--- config.mk ---
export PLATFORM = sky130hd
export DESIGN_NAME = elastic_buffer_core
export DESIGN_NICKNAME = d
export VERILOG_FILES = /design/src/rtl/elastic_buffer_pkg.sv /design/src/rtl/elastic_buffer_ctrl.sv /design/src/rtl/elastic_buffer_core.sv
export SDC_FILE = /design/constraint.sdc
export NUM_CORES = 1
export LEC_CHECK = 0
export CAP_MARGIN = 20
export CORE_MARGIN = 2
export CORE_UTILIZATION = 30
export CTS_BUF_LIST = sky130_fd_sc_hd__clkbuf_16
export DETAILED_ROUTE_END_ITERATION = 10
export PLACE_DENSITY = 0.58
export SLEW_MARGIN = 20
export SYNTH_ARGS = -nofsm -noshare
export SYNTH_HDL_FRONTEND = slang
export SYNTH_SLANG_ARGS = --single-unit
--- constraint.sdc ---
create_clock -name i_clk -period 3 [get_ports i_clk]
set_clock_uncertainty 0.05 [all_clocks]
set_input_delay 0.45 -clock i_clk [delete_from_list [all_inputs] [get_ports i_clk]]
set_output_delay 0.45 -clock i_clk [all_outputs]
set_load 0.02 [all_outputs]
--- src/rtl/elastic_buffer_pkg.sv ---
// Shared constants and helpers for the elastic buffer.
// Mode encodings and the occupancy counter width.
package elastic_buffer_pkg;

  localparam int PKT_MODE_CUT_THROUGH = 0;
  localparam int PKT_MODE_STORE_FWD   = 1;

  // Occupancy must represent 0..DEPTH inclusive.
  function automatic int cnt_w(input int depth);
    return $clog2(depth + 1);
  endfunction

endpackage

--- src/rtl/elastic_buffer_ctrl.sv ---
// Pointer, occupancy and handshake control for the elastic buffer.
// All handshake outputs derive from registers only.
module elastic_buffer_ctrl
  import elastic_buffer_pkg::*;
#(
  parameter int DEPTH       = 4,
  parameter int PACKET_MODE = PKT_MODE_CUT_THROUGH,
  parameter int CNT_W       = cnt_w(DEPTH),
  parameter int PTR_W       = $clog2(DEPTH)
) (
  input  logic             i_clk,
  input  logic             i_rst,
  input  logic             i_valid,
  input  logic             i_last,
  input  logic             i_ready,
  input  logic             i_out_last,
  output logic             o_ready,
  output logic             o_valid,
  output logic             o_push,
  output logic [PTR_W-1:0] o_wr_ptr,
  output logic [PTR_W-1:0] o_rd_ptr,
  output logic [CNT_W-1:0] o_count
);

  localparam logic [CNT_W-1:0] FULL_C = CNT_W'(DEPTH);
  localparam logic [CNT_W-1:0] ONE_C  = CNT_W'(1);
  localparam logic [PTR_W-1:0] PONE_C = PTR_W'(1);

  logic [PTR_W-1:0] wr_ptr_q, wr_ptr_d;
  logic [PTR_W-1:0] rd_ptr_q, rd_ptr_d;
  logic [CNT_W-1:0] count_q, count_d;
  logic [CNT_W-1:0] pkt_count_q, pkt_count_d;
  logic             rel_q, rel_d;

  logic full, has_pkt, push, pop;
  logic pkt_push, pkt_pop;

  always_comb begin
    full    = (count_q == FULL_C);
    has_pkt = (pkt_count_q != '0);
    o_ready = !full;
    o_valid = (count_q != '0);
    if (PACKET_MODE == PKT_MODE_STORE_FWD) begin
      // Full-buffer term frees packets longer than DEPTH.
      o_valid = o_valid & (has_pkt | full | rel_q);
    end
  end

  always_comb begin
    push     = i_valid & o_ready;
    pop      = o_valid & i_ready;
    pkt_push = push & i_last;
    pkt_pop  = pop & i_out_last;

    wr_ptr_d = push ? wr_ptr_q + PONE_C : wr_ptr_q;
    rd_ptr_d = pop  ? rd_ptr_q + PONE_C : rd_ptr_q;

    count_d = count_q;
    unique case ({push, pop})
      2'b10:   count_d = count_q + ONE_C;
      2'b01:   count_d = count_q - ONE_C;
      default: count_d = count_q;
    endcase

    pkt_count_d = pkt_count_q;
    unique case ({pkt_push, pkt_pop})
      2'b10:   pkt_count_d = pkt_count_q + ONE_C;
      2'b01:   pkt_count_d = pkt_count_q - ONE_C;
      default: pkt_count_d = pkt_count_q;
    endcase

    rel_d = rel_q;
    if (pkt_pop) begin
      rel_d = 1'b0;
    end else if (pop & full & !has_pkt) begin
      rel_d = 1'b1;
    end
  end

  always_ff @(posedge i_clk) begin
    if (i_rst) begin
      wr_ptr_q    <= '0;
      rd_ptr_q    <= '0;
      count_q     <= '0;
      pkt_count_q <= '0;
      rel_q       <= 1'b0;
    end else begin
      wr_ptr_q    <= wr_ptr_d;
      rd_ptr_q    <= rd_ptr_d;
      count_q     <= count_d;
      pkt_count_q <= pkt_count_d;
      rel_q       <= rel_d;
    end
  end

  assign o_push   = push;
  assign o_wr_ptr = wr_ptr_q;
  assign o_rd_ptr = rd_ptr_q;
  assign o_count  = count_q;

endmodule

--- src/rtl/elastic_buffer_core.sv ---
// DEPTH-entry elastic buffer with LAST flag, occupancy and
// optional store-and-forward packet mode.
module elastic_buffer_core
  import elastic_buffer_pkg::*;
#(
  parameter int NB_DATA           = 32,
  parameter int DEPTH             = 4,
  parameter int PACKET_MODE       = PKT_MODE_CUT_THROUGH,
  parameter int ALMOST_FULL_LEVEL = DEPTH - 1
) (
  input  logic                      i_clk,
  input  logic                      i_rst,
  input  logic                      i_valid,
  input  logic [NB_DATA-1:0]        i_data,
  input  logic                      i_last,
  output logic                      o_ready,
  output logic                      o_valid,
  output logic [NB_DATA-1:0]        o_data,
  output logic                      o_last,
  input  logic                      i_ready,
  output logic [cnt_w(DEPTH)-1:0]   o_count,
  output logic                      o_almost_full
);

  localparam int CNT_W = cnt_w(DEPTH);
  localparam int PTR_W = $clog2(DEPTH);
  localparam logic [CNT_W-1:0] AF_C = CNT_W'(ALMOST_FULL_LEVEL);

  if ((DEPTH < 2) || ((DEPTH & (DEPTH - 1)) != 0)) begin : g_bad_depth
    $error("elastic_buffer_core: DEPTH must be a power of two >= 2");
  end
  if ((ALMOST_FULL_LEVEL < 1) || (ALMOST_FULL_LEVEL > DEPTH)) begin : g_bad_af
    $error("elastic_buffer_core: ALMOST_FULL_LEVEL out of 1..DEPTH");
  end
  if ((PACKET_MODE != PKT_MODE_CUT_THROUGH) &&
      (PACKET_MODE != PKT_MODE_STORE_FWD)) begin : g_bad_mode
    $error("elastic_buffer_core: PACKET_MODE must be 0 or 1");
  end

  logic [NB_DATA:0]   mem_q [DEPTH];
  logic [NB_DATA:0]   rd_entry;
  logic [PTR_W-1:0]   wr_ptr, rd_ptr;
  logic [CNT_W-1:0]   count;
  logic               push;

  elastic_buffer_ctrl #(
    .DEPTH       (DEPTH),
    .PACKET_MODE (PACKET_MODE),
    .CNT_W       (CNT_W),
    .PTR_W       (PTR_W)
  ) u_ctrl (
    .i_clk      (i_clk),
    .i_rst      (i_rst),
    .i_valid    (i_valid),
    .i_last     (i_last),
    .i_ready    (i_ready),
    .i_out_last (o_last),
    .o_ready    (o_ready),
    .o_valid    (o_valid),
    .o_push     (push),
    .o_wr_ptr   (wr_ptr),
    .o_rd_ptr   (rd_ptr),
    .o_count    (count)
  );

  // Payload storage is intentionally not reset.
  always_ff @(posedge i_clk) begin
    if (push) begin
      mem_q[wr_ptr] <= {i_last, i_data};
    end
  end

  always_comb begin
    rd_entry      = mem_q[rd_ptr];
    o_data        = rd_entry[NB_DATA-1:0];
    o_last        = rd_entry[NB_DATA];
    o_count       = count;
    o_almost_full = (count >= AF_C);
  end

endmodule

# After elaboration in Yosys (flattened, before gate mapping)
# Memories as Yosys holds them, arrays and structs flattened. A register that Yosys moved wholly into a read port is not among the register bits.
# Index checks and enable logic that the tools add are counted.
[word_totals] input_bits=37 elab_cells=22 regBits=7 mem_count=1 ram_bits=132
[mem_list] name="mem_q" words=4 width=33 rd=1 rd_clocked_by_memory_dff=1 wr=1 line="elastic_buffer_core.sv:40" rtl="logic [NB_DATA:0] mem_q [DEPTH];"
[classes] muxes=5 add_sub_neg=4 order_cmp=1 bitwise_logic=2 reduce_logical=3 n_eq_ne=3
[op_table] op="one-hot mux 3 bit (2 select lines)" n=1
[op_table] op="adder 2 x 1 -> 2 bit (second input constant)" n=2
[op_table] op="two-way mux 2 bit" n=2
[op_table] op="adder 3 x 1 -> 3 bit (second input constant)" n=1
[op_table] op="equality test 3 bit (second input constant)" n=1
[op_table] op=">= comparator 3 x 2 -> 1 bit (second input constant)" n=1
[op_table] op="nonzero test 3 bit" n=1
[op_table] op="subtractor 3 x 1 -> 3 bit (second input constant)" n=1
[op_table] op="AND 1 bit" n=2
[op_table] op="equality test 2 x 1 -> 1 bit (second input constant)" n=1
[op_table] op="equality test 2 bit (second input constant)" n=1
[op_table] op="two-way mux 1 bit" n=2
[op_table] op="nonzero test 2 bit" n=1
[op_table] op="zero test 1 bit" n=1

# Logic depth before layout (Yosys ltp)
# Gate-level depths: netlist (run 1).
[depth] word_depth=5 ltp_mapped=9 ltp_nobuf=9

# Modules after synthesis
# Synthesis (run 1) repeated with hierarchy kept, for this count alone.
[unflattened] hier_cells=218 hier_area_um2=5207.5
[modules_own_cells] module="elastic_buffer_core" cells_each=178 area_each_um2=4847.1 instances=1 seq_area_each_um2=3963.8
[modules_own_cells] module="elastic_buffer_ctrl" cells_each=40 area_each_um2=360.3 instances=1 seq_area_each_um2=140.1

# Least setup slack after synthesis (run 1)
# OpenSTA, ideal clock, no wires.
[synth_timing] kind="reg-to-reg" from="reg u_ctrl.count_q[1], in the netlist u_ctrl.o_count[1]" to="mem mem_q[0][0] in the netlist's numbering (enable)" path_stages_with_launch=4 slack_ns=0.826 n_path_buf=0 t_arrival_ns=1.730 path_cell_list="dfxtp_1 -> nor2_2 -> a21boi_2 -> and2_1"
[synth_between] elab_chain_len=5
[synth_rtl] item="start, declared" line="elastic_buffer_ctrl.sv:31" rtl="logic [CNT_W-1:0] count_q, count_d;"
[synth_rtl] item="start signal, assigned" line="elastic_buffer_ctrl.sv:90" rtl="count_q <= count_d;"
[synth_rtl] item="equality test 3 bit" line="elastic_buffer_ctrl.sv:39" rtl="full = (count_q == FULL_C);"
[synth_rtl] item="zero test 1 bit" line="elastic_buffer_ctrl.sv:41" rtl="o_ready = !full;"
[synth_rtl] item="AND 1 bit" line="elastic_buffer_ctrl.sv:50" rtl="push = i_valid & o_ready;"
[synth_rtl] item="two-way mux 1 bit" line="elastic_buffer_core.sv:68" rtl="if (push) begin"
[synth_rtl] item="two-way mux 1 bit (not written as such)" line="elastic_buffer_core.sv:69" rtl="mem_q[wr_ptr] <= {i_last, i_data};"
[synth_rtl] item="end, declared" line="elastic_buffer_core.sv:40"
# Every way passes these cells.

==> results of run 1 <==
[state kept, by name (all words and copies together), names as in the netlist, named ones only]
register and flops:
mem_q 132, u_ctrl.o_count 3, u_ctrl.o_rd_ptr 2, u_ctrl.o_wr_ptr 2
[layout by cell type, fill, tap and decap left out, drive strengths merged]
cell type / instances
edfxtp: 132
nor2: 9
ha: 5
bufinv: 2
nand2b: 2
dfxtp: 9
nand2: 1
and2: 4
o31a: 1
clkinv: 7
xor2: 3
clkdlybuf4s50: 75
buf: 10
a21oi: 2
a21o: 1
clkbuf: 17
mux4: 33
or3: 2
fa: 1
inv: 10
o311ai: 1
o21ai: 1
mux2i: 1
a21boi: 1
mux2: 1
xnor2: 1
clkinvlp: 2
[per-layer routing]
metal  up-vias  wire length, microns  part of all wire (%)  global-route usage, %
li1       1124                     -                     -                      -
met1      1287                  3950                    41                   12.6
met2        52                  5140                    53                   18.6
met3         7                   482                   5.0                   4.26
met4         0                   109                   1.1                   4.35
met5         -                     0                     0                      0
[worst max-delay path by stage]
stage | from | to | depth (start not counted)
after global routing | flop | o_data[27] | 3
final | flop | o_data[27] | 3
after detailed placement | i_valid | u_ctrl.o_count[2] | 9
after floorplan | u_ctrl.o_count[1] | mem_q[0][0] | 3
after CTS | flop | o_data[27] | 3
after global placement | i_valid | u_ctrl.o_count[2] | 9
[metrics by stage]
stage,instance area [sq um],std cells
after floorplan,5300,226
after global placement,6380,527
after detailed placement,6380,527
after CTS,6940,559
after global routing,6940,559
final,6940,559
[area by class of cell]
| type | instances | area [sq um] | area share (%) |
|---|---|---|---|
| timing repair buffer | 85 | 888 | 12.8 |
| sequential | 141 | 4150 | 59.8 |
| inverter | 6 | 22.5 | 0.325 |
| clock inverter | 15 | 133 | 1.91 |
| clock buffer | 17 | 425 | 6.13 |
| multi-input combinational | 70 | 1040 | 15.0 |
| tap | 225 | 282 | 4.06 |
[logic make-up after synthesis]
group / synth area share, %
buf+inv: 2.20
mux: 14.7
fa+ha+maj: 1.56
xor+xnor: 0.662
compound gates: 0.969
flops: 78.3
simple gates: 1.70
[power by group]
| part | switching (mW) | internal (mW) | total, mW | leakage, nW |
|---|---|---|---|---|
| logic | 0.830 | 0.909 | 1.74 | 0.687 |
| clock network | 0.739 | 1.20 | 1.94 | 0.284 |
| registers | 0.0924 | 2.38 | 2.47 | 1.29 |
[worst max-delay path, delay by kind of cell (launching register included)]
family / cells / cell delay (ps)
buf+inv: 2 / 810
flops: 1 / 370
mux: 1 / 610
==> flow_summary.rst, run 1 <==
.. list-table::
   :header-rows: 1

   * - Metric
     - Value
   * - Outcome
     - completed
   * - Transition time at the pin with the least slew margin
     - 509 ps
   * - Worst slew margin relative to its limit
     - 66.1%
   * - Power consumption
     - 6.15 mW
   * - # clock sinks
     - 141
   * - Leakage power
     - 2.26 nW
   * - Cell Rows
     - 48
   * - Path depth of the worst reg2reg path
     - 9
   * - Area fraction of the dominant cell type after synthesis
     - 74.9%
   * - Post-route antenna net violation count
     - 0
   * - Most frequent cells after synthesis
     - sky130_fd_sc_hd__edfxtp_1, sky130_fd_sc_hd__mux4_2, sky130_fd_sc_hd__dfxtp_1
   * - Vias/cell
     - 4.42
   * - Slew Limit Fails
     - 0
   * - Element type at the critical path start
     - flop
   * - Count of H-tree levels built during CTS
     - 4
   * - Routed WL per cell
     - 17.3 microns
   * - Startpoint of the tightest hold check path
     - u_ctrl.o_wr_ptr[1]
   * - Final setup margin
     - 303 ps
   * - Endpoint of the most critical register-to-register path
     - u_ctrl.o_count[2]
   * - Top area cells in the synthesized netlist
     - sky130_fd_sc_hd__edfxtp_1, sky130_fd_sc_hd__mux4_2, sky130_fd_sc_hd__dfxtp_1
   * - Highest net fanout along the worst path
     - 23
   * - CP cell instances
     - buf_12, mux4_1, clkdlybuf4s50_1
   * - Most used standard cell by instance count after synthesis
     - sky130_fd_sc_hd__edfxtp_1
   * - Antenna violations before repair
     - 0
   * - Post-CTS setup buffers
     - 0
   * - Aggregate global routing overflow
     - 0
   * - Worst min path class
     - reg -> reg
   * - Clk root buf
     - sky130_fd_sc_hd__clkbuf_16
   * - Achievable clock frequency
     - 371 MHz
   * - Final Hold Viols
     - 0
   * - Worst stage delay on the critical path
     - 610 ps
   * - Vias in the first global route
     - 2,729
   * - Total wirelength of the detailed-routed design
     - 9690 microns
   * - Total CTS buffers
     - 17
   * - Count of flip-flops with a built-in enable after synthesis
     - 132
   * - Final cell utilization of the core
     - 40.1%
   * - Layout cell share with drive strength beyond 1
     - 22.8%
   * - Post-route clock period utilization
     - 89.9%
   * - Via count of the routed design
     - 2,470
   * - Number of instances in the synthesized netlist
     - 226
   * - Total iterations of the first detailed-routing run
     - 4
   * - Core area
     - 17,300 sq um
   * - Total of max-cap violations
     - 0
   * - Syn Std Cell Area
     - 5300 sq um
   * - Global-route wire length before repair
     - 14,700 microns
   * - Number of DRC markers after the initial detailed-route iteration
     - 78
   * - Data required time at the worst endpoint
     - 2500 ps
   * - Horizontal die dimension
     - 137 microns
   * - Post-synth ARST share
     - 0%
   * - Worst R2R Setup Slack
     - 850 ps
   * - Global placement routability congestion
     - 0.674
   * - Highest-delay cell along the critical path
     - sky130_fd_sc_hd__mux4_1
   * - Post-synth cell types
     - 27
   * - Cell type with the largest total area after synthesis
     - sky130_fd_sc_hd__edfxtp_1
   * - Crit. End Element
     - primary output
   * - Most common flop cell mapped by yosys
     - sky130_fd_sc_hd__edfxtp_1
   * - Pre-CTS setup slack
     - 500 ps
   * - Synth Register Bits
     - 141
   * - Count of antenna diodes in the layout
     - 0
   * - Hold depth
     - 2
   * - Layout net count
     - 364
   * - Clock period minus worst slack
     - 2700 ps
   * - Count of port buffers added during placement
     - 75
   * - Data arrival, critical path
     - 2200 ps
   * - Number of endpoints failing setup at the final stage
     - 0
   * - Count of unresolved DRC violations after routing
     - 0
   * - Maximum vdd ir drop
     - 351 uV
   * - PostCTS Resize Cnt
     - 0
   * - GRT Resource Usage Total
     - 11.0%
   * - Die Height
     - 137 microns
   * - Effective utilization at floorplan
     - 30.6%
   * - Total Die Area
     - 18,700 sq um
   * - Max clock buf depth
     - 2
   * - Post-Syn Area per Cell
     - 23.4 sq um
   * - Final Hold Slack
     - 475 ps
   * - Number of I/O pins
     - 76
   * - Startpoint of the worst-slack reg-to-reg timing path
     - u_ctrl.o_count[1]
   * - Largest net degree at the start of global routing
     - 24
   * - CTS tree
     - built
   * - Hold-fix buffers at CTS
     - 0
   * - Growth of design area from synthesis to finish
     - 31.0%
   * - Number of warnings printed during yosys synthesis
     - 0
   * - Clock-pin slew reported for the worst setup and hold paths after clock tree synthesis
     - 50 ps
   * - Kind of critical path
     - reg -> out
   * - TNS Setup
     - 0 ps
   * - Syn nets
     - 269
   * - Post-DP HPWL
     - 6070 microns
   * - Filler cell count in the final layout
     - 1,582
   * - RSZ-0062 raised after global routing
     - no
   * - Min-Delay Endpoint
     - u_ctrl.o_wr_ptr[1]
   * - Share of synthesized area occupied by flip-flops and latches
     - 78.3%
   * - Worst skew pair latency
     - 400 ps
   * - Ratio of total power to cell area
     - 887 nW/um^2
(Power assumes the default switching activity.)
==> run 2: changes to the inputs <==
Settings changed: CTS_CLUSTER_SIZE set to 28, GPL_TIMING_DRIVEN set to 0.
==> run 2 against run 1 <==
  * Register-to-register slack improved by 30 ps
  * Setup slack lost 86 ps
  * Worst hold slack worse by 120 ps
  * Non-clock buffer count up 2
  * Die area is the same
  * Clock power down 6%
  * Sequential share of layout area increased by 0.15 points
  * Cell count stayed put
  * Sequential power hardly changed
==> flow_summary.rst, run 2 (synthesis gave the netlist of run 1 again) <==
.. list-table::
   :header-rows: 1

   * - Metric
     - Value
   * - Vias in the first global route
     - 2,711
   * - Routed WL per cell
     - 17.4 microns
   * - Element type at the critical path start
     - flop
   * - Leakage power
     - 2.25 nW
   * - Flip-flop count of the largest register after layout
     - 132
   * - Slew Limit Fails
     - 0
   * - Part of the power in the clock network
     - 30.1%
   * - Pre-CTS setup slack
     - 481 ps
   * - Top library cells by usage in the layout, fill and taps aside
     - sky130_fd_sc_hd__edfxtp_1, sky130_fd_sc_hd__clkdlybuf4s50_1, sky130_fd_sc_hd__mux4_2
   * - Outcome
     - completed
   * - Final cell utilization of the core
     - 40.0%
   * - Most flop-heavy register
     - mem_q
   * - Hold depth
     - 2
   * - Non-filler instance count after layout
     - 559
   * - PostCTS Resize Cnt
     - 0
   * - Clock period minus worst slack
     - 2780 ps
   * - Dpl cells
     - 529
   * - Maximum vdd ir drop
     - 360 uV
   * - Post-DP HPWL
     - 6250 microns
   * - # clock sinks
     - 141
   * - Horizontal die dimension
     - 137 microns
   * - Growth of design area from synthesis to finish
     - 30.6%
   * - Total of max-cap violations
     - 0
   * - Number of DRC markers after the initial detailed-route iteration
     - 152
   * - Share of total power consumed by net switching
     - 27.2%
   * - Largest net degree at the start of global routing
     - 21
   * - Clock-pin slew reported for the worst setup and hold paths after clock tree synthesis
     - 50 ps
   * - Kind of critical path
     - reg -> out
   * - Commonest non-fill, non-tap cell in the layout
     - sky130_fd_sc_hd__edfxtp_1
   * - Post-route clock period utilization
     - 92.8%
   * - Hold-fix buffers at CTS
     - 0
   * - Ratio of total power to cell area
     - 878 nW/um^2
   * - Endpoint of the most critical register-to-register path
     - u_ctrl.o_count[2]
   * - Worst slew margin relative to its limit
     - 68.2%
   * - Total Die Area
     - 18,700 sq um
   * - Max clock buf depth
     - 2
   * - Post-CTS setup buffers
     - 0
   * - CTS tree
     - built
   * - Via count of the routed design
     - 2,444
   * - Effective utilization at floorplan
     - 30.6%
   * - Global-route wire length before repair
     - 14,900 microns
   * - Number of I/O pins
     - 76
   * - Final Hold Viols
     - 0
   * - GRT Resource Usage Total
     - 11.2%
   * - Highest net fanout along the worst path
     - 10
   * - Final setup margin
     - 216 ps
   * - Global placement routability congestion
     - 0.740
   * - Data required time at the worst endpoint
     - 2500 ps
   * - Layout cell share with drive strength beyond 1
     - 21.9%
   * - Transition time at the pin with the least slew margin
     - 477 ps
   * - Design internal power
     - 4.42 mW
   * - Cell Area, Placed
     - 6400 sq um
   * - Worst min path class
     - in -> reg
   * - Startpoint of the tightest hold check path
     - i_rst
   * - Startpoint of the worst-slack reg-to-reg timing path
     - u_ctrl.o_count[1]
   * - Core area
     - 17,300 sq um
   * - Worst R2R Setup Slack
     - 880 ps
   * - Vias/cell
     - 4.37
   * - RSZ-0062 raised after global routing
     - no
   * - Count of port buffers added during placement
     - 74
   * - Worst skew pair latency
     - 400 ps
   * - Total CTS buffers
     - 17
   * - Achievable clock frequency
     - 359 MHz
   * - Number of endpoints failing setup at the final stage
     - 0
   * - Layout net count
     - 366
   * - Sequential share of power
     - 40.3%
   * - Path depth of the worst reg2reg path
     - 9
   * - Count of antenna diodes in the layout
     - 0
   * - Cell Rows
     - 48
   * - Data arrival, critical path
     - 2280 ps
   * - Aggregate global routing overflow
     - 0
   * - Net switching power figure
     - 1.65 mW
   * - Total wirelength of the detailed-routed design
     - 9720 microns
   * - Count of H-tree levels built during CTS
     - 4
   * - Combinational power share
     - 29.6%
   * - Post-route cell area
     - 6920 sq um
   * - Antenna violations before repair
     - 0
   * - Count of unresolved DRC violations after routing
     - 0
   * - Final Hold Slack
     - 355 ps
   * - Crit. End Element
     - primary output
   * - Total iterations of the first detailed-routing run
     - 5
   * - Clk root buf
     - sky130_fd_sc_hd__clkbuf_16
   * - Min-Delay Endpoint
     - u_ctrl.o_count[0]
   * - Post-route antenna net violation count
     - 0
   * - Die Height
     - 137 microns
## run 2: routing by layer
layer  share of wire, %  routed length, microns  vias to the layer above  global-route usage (%)
met5                  0                       0                        -                       0
met4                1.2                     113                        0                    4.98
met3                4.6                     452                       11                    3.70
met2                 52                    5020                       61                    18.6
met1                 43                    4140                     1251                    13.4
li1                   -                       -                     1121                       -
## run 2: power groups by stage
stage               Clock [mW]  Combinational [mW]  Sequential (mW)
CTS                       1.89                1.85             2.45
floorplan                    0                1.09             2.49
finish                    1.83                1.80             2.44
global placement             0                1.80             2.49
global route              1.98                1.94             2.47
detailed placement           0                1.85             2.49
## run 2: worst max path at each step
stage	slack, ps	endpoint
floorplan	830	mem_q[0][0]
finish	220	o_data[29]
detailed placement	480	u_ctrl.o_count[2]
global placement	-310	mem_q[2][4]
CTS	120	o_data[29]
global route	50	o_data[29]
## run 2: final cells by class
type	instances	area, sq um
clock buffers	17	425
fillers	1573	10400
multi-input cells	70	1040
plain buffers	9	93.8
clock inverters	13	87.6
flip-flops and latches	141	4140
well taps	225	282
inverters	6	22.5
repair buffers	78	821
## run 2: per-stage QoR
stage                     power, mW  TNS, ps
final                          6.07        0
after global routing           6.38        0
after detailed placement       4.33        0
after floorplan                3.58        0
after global placement         4.29   -37940
after CTS                      6.19        0
## run 2: critical path, cell delays in order, from the launching register on
cell and delay (ps):
sky130_fd_sc_hd__dfxtp_1 310, sky130_fd_sc_hd__clkbuf_1 280, sky130_fd_sc_hd__buf_2 350, sky130_fd_sc_hd__mux4_2 370, sky130_fd_sc_hd__clkdlybuf4s50_1 570
